<file path="src/rtl/ogr_pkg.sv">
// OGR job link shared definitions.
// Frame lengths, field offsets and status codes.
package ogr_pkg;

  localparam int OGR_REQ_BYTES = 6;
  localparam int OGR_RSP_BYTES = 8;

  localparam int OGR_MAXD_W  = 16;
  localparam int OGR_MIND_W  = 16;
  localparam int OGR_MARKS_W = 32;

  localparam int OGR_REQ_MAXD_LSB  = 32;
  localparam int OGR_REQ_MARKS_LSB = 0;
  localparam int OGR_RSP_MAXD_LSB  = 48;
  localparam int OGR_RSP_MIND_LSB  = 32;
  localparam int OGR_RSP_MARKS_LSB = 0;

  typedef enum logic [1:0] {
    OGR_ST_OK      = 2'd0,
    OGR_ST_ECHO    = 2'd1,
    OGR_ST_TIMEOUT = 2'd2,
    OGR_ST_RXERR   = 2'd3
  } ogr_status_e;

  function automatic logic ogr_echo_ok(
    input logic [47:0] req,
    input logic [63:0] rsp
  );
    logic maxd_ok;
    logic marks_ok;
    maxd_ok = rsp[OGR_RSP_MAXD_LSB +: OGR_MAXD_W]
           == req[OGR_REQ_MAXD_LSB +: OGR_MAXD_W];
    marks_ok = rsp[OGR_RSP_MARKS_LSB +: OGR_MARKS_W]
            == req[OGR_REQ_MARKS_LSB +: OGR_MARKS_W];
    return maxd_ok && marks_ok;
  endfunction

endpackage

</file>
<file path="src/rtl/ogr_frame_master_if.sv">
// Byte-side link between the frame master and its uart.
// master drives transmit requests, slave is the uart.
interface ogr_frame_master_if;
  logic       transmit;
  logic [7:0] tx_byte;
  logic       is_transmitting;
  logic       received;
  logic [7:0] rx_byte;
  logic       recv_error;

  modport master (
    output transmit,
    output tx_byte,
    input  is_transmitting,
    input  received,
    input  rx_byte,
    input  recv_error
  );

  modport slave (
    input  transmit,
    input  tx_byte,
    output is_transmitting,
    output received,
    output rx_byte,
    output recv_error
  );
endinterface

</file>
<file path="src/rtl/ogr_rx_timeout.sv">
// Reloadable down-counter guarding the gap between response bytes.
// expired rises so that done lands CYCLES cycles after the last reload.
module ogr_rx_timeout #(
  parameter int unsigned CYCLES = 12000000
) (
  input  logic iCE_CLK,
  input  logic rst_n,
  input  logic reload,
  input  logic en,
  output logic expired
);
  localparam int W = $clog2(CYCLES + 1);
  localparam int unsigned LOAD_I =
    (CYCLES > 2) ? CYCLES - 2 : 0;
  localparam logic [W-1:0] LOAD = LOAD_I[W-1:0];

  logic [W-1:0] cnt_q;

  always_ff @(posedge iCE_CLK or negedge rst_n) begin
    if (!rst_n) begin
      cnt_q <= '0;
    end else if (reload) begin
      cnt_q <= LOAD;
    end else if (en && cnt_q != '0) begin
      cnt_q <= cnt_q - 1'b1;
    end
  end

  assign expired = (cnt_q == '0);
endmodule

</file>
<file path="src/rtl/ogr_frame_master.sv">
// OGR job link initiator: sends the 6-byte request,
// collects the 8-byte response and checks the echo.
module ogr_frame_master
  import ogr_pkg::*;
#(
  parameter int          REQ_BYTES      = OGR_REQ_BYTES,
  parameter int          RSP_BYTES      = OGR_RSP_BYTES,
  parameter int unsigned TIMEOUT_CYCLES = 12000000
) (
  input  logic        iCE_CLK,
  input  logic        rst_n,
  input  logic        start,
  input  logic [47:0] req_data,
  output logic        busy,
  output logic        done,
  output logic [1:0]  status,
  output logic [63:0] rsp_data,
  ogr_frame_master_if.master uart
);
  localparam int CNT_MAX =
    (REQ_BYTES > RSP_BYTES) ? REQ_BYTES : RSP_BYTES;
  localparam int CW = $clog2(CNT_MAX + 1);
  localparam logic [CW-1:0] REQ_LAST = CW'(REQ_BYTES);
  localparam logic [CW-1:0] RSP_LAST = CW'(RSP_BYTES - 1);

  typedef enum logic [2:0] {
    S_IDLE,
    S_TX_ISSUE,
    S_TX_ACK,
    S_TX_DRAIN,
    S_RX,
    S_CHECK,
    S_DONE
  } state_e;

  state_e      state_q, state_d;
  logic [CW-1:0] cnt_q;
  logic [47:0] req_q;
  logic [63:0] rsp_q;
  ogr_status_e status_q, st_val;

  logic accept, cnt_inc, cnt_clr, store;
  logic tmo_reload, tmo_en, tmo_expired;
  logic st_set;

  ogr_rx_timeout #(
    .CYCLES (TIMEOUT_CYCLES)
  ) u_tmo (
    .iCE_CLK (iCE_CLK),
    .rst_n   (rst_n),
    .reload  (tmo_reload),
    .en      (tmo_en),
    .expired (tmo_expired)
  );

  always_comb begin
    state_d       = state_q;
    accept        = 1'b0;
    cnt_inc       = 1'b0;
    cnt_clr       = 1'b0;
    store         = 1'b0;
    tmo_reload    = 1'b0;
    tmo_en        = 1'b0;
    st_set        = 1'b0;
    st_val        = OGR_ST_OK;
    done          = 1'b0;
    uart.transmit = 1'b0;
    uart.tx_byte  = '0;
    unique case (state_q)
      S_IDLE: begin
        if (start) begin
          accept     = 1'b1;
          tmo_reload = 1'b1;
          state_d    = S_TX_ISSUE;
        end
      end
      S_TX_ISSUE: begin
        if (!uart.is_transmitting) begin
          uart.transmit = 1'b1;
          uart.tx_byte  =
            req_q[8*(REQ_BYTES-1-int'(cnt_q)) +: 8];
          state_d       = S_TX_ACK;
        end
      end
      S_TX_ACK: begin
        if (uart.is_transmitting) begin
          cnt_inc = 1'b1;
          state_d = S_TX_DRAIN;
        end
      end
      S_TX_DRAIN: begin
        if (!uart.is_transmitting) begin
          if (cnt_q == REQ_LAST) begin
            cnt_clr = 1'b1;
            state_d = S_RX;
          end else begin
            state_d = S_TX_ISSUE;
          end
        end
      end
      S_RX: begin
        tmo_en = 1'b1;
        // a byte landing on the expiry cycle still wins
        if (uart.recv_error) begin
          st_set  = 1'b1;
          st_val  = OGR_ST_RXERR;
          state_d = S_DONE;
        end else if (uart.received) begin
          store      = 1'b1;
          cnt_inc    = 1'b1;
          tmo_reload = 1'b1;
          if (cnt_q == RSP_LAST) state_d = S_CHECK;
        end else if (tmo_expired) begin
          st_set  = 1'b1;
          st_val  = OGR_ST_TIMEOUT;
          state_d = S_DONE;
        end
      end
      S_CHECK: begin
        st_set  = 1'b1;
        st_val  = ogr_echo_ok(req_q, rsp_q)
                ? OGR_ST_OK : OGR_ST_ECHO;
        state_d = S_DONE;
      end
      S_DONE: begin
        done    = 1'b1;
        state_d = S_IDLE;
      end
      default: state_d = S_IDLE;
    endcase
  end

  always_ff @(posedge iCE_CLK or negedge rst_n) begin
    if (!rst_n) begin
      state_q  <= S_IDLE;
      cnt_q    <= '0;
      req_q    <= '0;
      rsp_q    <= '0;
      status_q <= OGR_ST_OK;
    end else begin
      state_q <= state_d;
      if (accept) begin
        req_q <= req_data;
        rsp_q <= '0;
        cnt_q <= '0;
      end else if (cnt_clr) begin
        cnt_q <= '0;
      end else if (cnt_inc) begin
        cnt_q <= cnt_q + 1'b1;
      end
      if (store) begin
        rsp_q[8*(RSP_BYTES-1-int'(cnt_q)) +: 8]
          <= uart.rx_byte;
      end
      if (st_set) status_q <= st_val;
    end
  end

  assign busy     = (state_q != S_IDLE);
  assign status   = status_q;
  assign rsp_data = rsp_q;
endmodule

</file>
<file path="src/flat_wrapper.sv">
// flat-port wrapper written by rule: the top's interface ports become plain ports
module ogr_frame_master_flat import ogr_pkg::*;
#(
  parameter int          REQ_BYTES      = OGR_REQ_BYTES,
  parameter int          RSP_BYTES      = OGR_RSP_BYTES,
  parameter int unsigned TIMEOUT_CYCLES = 12000000
)
  (iCE_CLK, rst_n, start, req_data, busy, done, status, rsp_data, uart_transmit, uart_tx_byte, uart_is_transmitting, uart_received, uart_rx_byte, uart_recv_error);
  ogr_frame_master_if uart_i ();
  input  logic iCE_CLK;
  input  logic rst_n;
  input  logic start;
  input  logic [47:0] req_data;
  output logic busy;
  output logic done;
  output logic [1:0] status;
  output logic [63:0] rsp_data;
  output wire logic [$bits(uart_i.transmit)-1:0] uart_transmit;
  output wire logic [$bits(uart_i.tx_byte)-1:0] uart_tx_byte;
  input wire logic [$bits(uart_i.is_transmitting)-1:0] uart_is_transmitting;
  input wire logic [$bits(uart_i.received)-1:0] uart_received;
  input wire logic [$bits(uart_i.rx_byte)-1:0] uart_rx_byte;
  input wire logic [$bits(uart_i.recv_error)-1:0] uart_recv_error;
  assign uart_transmit = uart_i.transmit;
  assign uart_tx_byte = uart_i.tx_byte;
  assign uart_i.is_transmitting = uart_is_transmitting;
  assign uart_i.received = uart_received;
  assign uart_i.rx_byte = uart_rx_byte;
  assign uart_i.recv_error = uart_recv_error;
  ogr_frame_master #(.REQ_BYTES(REQ_BYTES), .RSP_BYTES(RSP_BYTES), .TIMEOUT_CYCLES(TIMEOUT_CYCLES)) u_core (.iCE_CLK(iCE_CLK), .rst_n(rst_n), .start(start), .req_data(req_data), .busy(busy), .done(done), .status(status), .rsp_data(rsp_data), .uart(uart_i));
endmodule
</file>
<file path="config.mk">
export PLATFORM = sky130hd
export DESIGN_NAME = ogr_frame_master_flat
export DESIGN_NICKNAME = d
export VERILOG_FILES = /design/src/rtl/ogr_pkg.sv /design/src/rtl/ogr_frame_master_if.sv /design/src/rtl/ogr_rx_timeout.sv /design/src/rtl/ogr_frame_master.sv /design/src/flat_wrapper.sv
export SDC_FILE = /design/constraint.sdc
export NUM_CORES = 1
export LEC_CHECK = 0
export CAP_MARGIN = 20
export CORE_ASPECT_RATIO = 1.1
export CORE_MARGIN = 2
export CORE_UTILIZATION = 46
export CTS_BUF_LIST = sky130_fd_sc_hd__clkbuf_2 sky130_fd_sc_hd__clkbuf_4 sky130_fd_sc_hd__clkbuf_8
export CTS_CLUSTER_SIZE = 8
export DETAILED_ROUTE_END_ITERATION = 10
export PLACE_DENSITY = 0.81
export SYNTH_ARGS = -nofsm -noshare
export SYNTH_HDL_FRONTEND = slang
export SYNTH_SLANG_ARGS = --single-unit
</file>
<file path="constraint.sdc">
create_clock -name iCE_CLK -period 4.42 [get_ports iCE_CLK]
set_input_delay 0.884 -clock iCE_CLK [delete_from_list [all_inputs] [get_ports iCE_CLK]]
set_output_delay 0.884 -clock iCE_CLK [all_outputs]
set_load 0.005 [all_outputs]
</file>
==> impl_metrics.csv <==
group,metric,value,unit
outcome,status,"finished, final reports clean",
timing,holdWs,0.512,ns
timing,drv_slew,0,
cells_and_area,design_area,9540,um^2
synthesis,ys_ff_latch,145,
cts,cts_resized,0,
synthesis,yosys-top-cells-area,"dfrtp_1 48%, mux2_2 8.3%, xor2_1 5.0%",
global_route,grt_start_max_net_pins,116,
detailed_routing,ant_nets,0,
timing,worstMarginPinSlew,0.908,ns
floorplanning,pin_count,139,
cts,clockBufferDepth,2,
cts,path_clk_slew,0.08,ns
detailed_routing,via_per_inst,5.87,
detailed_routing,first_iter_violations,485,
placement,hpwl,15500,um
synthesis,synth_top_area_share,48.0,%
floorplanning,rows,49,
global_route,grt_usage,24.7,%
floorplanning,die_area,17500,um^2
synthesis,synth.distinct_cells,63,
worst_setup_path,start_kind,"primary input",
cells_and_area,area_delta_synth_final,26.2,%
worst_setup_path,cp_max_fo,8,
cts,htree_levels,4,
placement,port-buffer-count,138,
synthesis,synth.net_count,761,
global_route,antenna_found_initial,0,
floorplanning,core-area,16200,um^2
worst_hold_path,min_path_type,"flop to flop",
floorplanning,die_w,126,um
timing,fin_crit,3.88,ns
synthesis,synth_largest_area_cell,"dfrtp_1",
timing,tns,0,ns
power_and_ir_drop,power.density,525,nW/um^2
timing,maxSlewHeadroom,39.4,%
cells_and_area,antenna_cells,0,
worst_setup_path,arrival,3.00,ns
worst_setup_path,crit_path_end_kind,"output pin",
synthesis,synth.cell_area,7560,um^2
detailed_routing,routed_wl,21100,um
cts,cts_tree,"built",
cells_and_area,n_fill_cell,1320,
global_route,grt_overflow,0,
flow_run,maxCapViolations,0,
cts,cts_root_buffer,"clkbuf_8",
cells_and_area,fin_nets,891,
cts,insertion_delay,0.47,ns
detailed_routing,drc_errors,0,
timing,finalSetupViolations,0,
cts,cts_buffers,17,
placement,gp_congestion,0.957,
cts,hold_buffers,0,
timing,finalHoldViolCount,0,
synthesis,yosys_warnings,0,
synthesis,syn-mean-instance-area,11.0,um^2
power_and_ir_drop,leakage,3.90,nW
worst_setup_path,crit_type,"primary input to output pin",
timing,fmax,258,MHz
synthesis,ys_seq_area_share,48.0,%
timing,fin_crit_sh,87.8,%
cts,cts.sink_count,145,
power_and_ir_drop,ir_drop,0.357,mV
detailed_routing,wire_per_inst,20.4,um
global_route,first_global_vias,6026,
global_route,grt_pass1_wl,33400,um
placement,place_area,9080,um^2
synthesis,postSynthCellCount,689,
detailed_routing,num_vias,6086,
cts,cts_setup_buffers,0,
floorplanning,die_h,138,um
worst_setup_path,required,3.54,ns
detailed_routing,dr.pass1.iters,5,
timing,rsz0062_at_grt,"no",
floorplanning,start_util,46.5,%
cells_and_area,drive_above_1_share,14.8,%
synthesis,synth_edf_count,0,
synthesis,synth_flop_cell,"dfrtp_1",
synthesis,ys_async_sr_fraction,100,%
timing,finClkSkew,0.0170,ns
==> Yosys cell counts, drive strengths merged, types with 3 or more instances <==
cell type / number
o21ai: 46
nand3b: 5
nor4: 14
a31oi: 3
dfrtp: 145
and2: 4
a21oi: 13
mux2: 56
xor2: 43
nand2b: 15
buf: 25
nand4: 13
xnor2: 19
a211oi: 5
nand4b: 4
nand3: 51
mux4: 8
clkbuf: 9
nor2: 37
or3: 4
inv: 16
a22oi: 8
o211ai: 3
nand2: 59
nor3: 14
ha: 10
mux2i: 27
==> cells in the final DEF (no fill, tap or decap), drive strengths merged, types with 8 or more instances in the layout <==
| cell type | instances |
|---|---|
| clkdlybuf4s50 | 137 |
| xnor2 | 19 |
| nand2b | 15 |
| buf | 8 |
| nand4 | 13 |
| dfrtp | 145 |
| inv | 18 |
| a22oi | 8 |
| xor2 | 43 |
| nand2 | 59 |
| mux2i | 27 |
| nor2 | 37 |
| nor3 | 14 |
| nor4 | 14 |
| o21ai | 46 |
| a21oi | 13 |
| clkbuf | 21 |
| nand3 | 51 |
| mux2 | 56 |
| ha | 10 |
| mux4 | 8 |
==> power breakdown <==
part	switching, mW	internal, mW	total [mW]
logic	0.942	0.876	1.82
clock network	0.527	0.663	1.19
registers	0.406	1.60	2.00
==> critical path, stage by stage <==
cell             delay (ns)
clkdlybuf4s50_1        0.47
nand2b_1               0.21
nor3_1                 0.26
nand2_1                0.32
nor2_1                 0.30
clkdlybuf4s50_1        0.55
==> logic make-up after synthesis <==
group / after synthesis / share of synthesized area [%]
AND/OR/NAND/NOR: 234 / 17.6
flip-flops: 145 / 48.0
AO/OA/AOI/OAI: 97 / 8.09
multiplexers: 91 / 14.3
XOR/XNOR: 62 / 7.18
buffers and inverters: 50 / 3.18
adder cells (fa/ha/maj): 10 / 1.66
==> final timing paths <==
kind | startpoint | endpoint | slack, ns | cells past startpoint
min | u_core.rsp_data[34] | u_core.rsp_data[34] | 0.51 | 2
max reg2reg | u_core.cnt_q[0] | u_core.rsp_data[1] | 1.01 | 7
min reg2reg | u_core.rsp_data[34] | u_core.rsp_data[34] | 0.51 | 2
min in group asynchronous | rst_n | u_core.req_q[15] | 0.53 | 1
max | uart_is_transmitting | uart_tx_byte[0] | 0.54 | 6
max in group asynchronous | rst_n | u_core.req_q[13] | 2.97 | 2
==> flip-flops by register name, summed over array words and instances (netlist names) <==
name and flops:
u_core.req_q 48, u_core.rsp_data 64, u_core.status 2, u_core.state_q 3
u_core.cnt_q 4, u_core.u_tmo.cnt_q 24
==> layer usage <==
| layer | GRT usage [%] | up-vias | part of all wire, % |
|---|---|---|---|
| li1 | - | 2730 | - |
| met1 | 32.4 | 2985 | 40 |
| met2 | 38.9 | 298 | 48 |
| met3 | 5.15 | 73 | 7.6 |
| met4 | 12.2 | 0 | 4.9 |
| met5 | 0 | - | 0 |
==> final cells by class <==
class,count,area (um^2),share of cell area (%)
clock buffers,21,277,2.90
flip-flops and latches,145,3630,38.0
well taps,204,255,2.68
clock inverters,11,178,1.86
inverters,16,60.1,0.630
repair buffers,145,1450,15.2
multi-input cells,494,3690,38.7
==> metrics by stage <==
step | power (mW) | utilization (%) | instances | setup slack (ns)
2_1_floorplan | 3.20 | - | 689 | 1.56
3_3_place_gp | 3.78 | 55.9 | 1004 | 0.675
3_5_place_dp | 3.81 | 55.9 | 1004 | 0.560
4_1_cts | 5.00 | 58.7 | 1036 | 0.560
5_1_grt | 5.25 | 58.7 | 1036 | 0.375
6_report | 5.01 | 58.7 | 1036 | 0.537
Power figures use the tool's default switching activity.
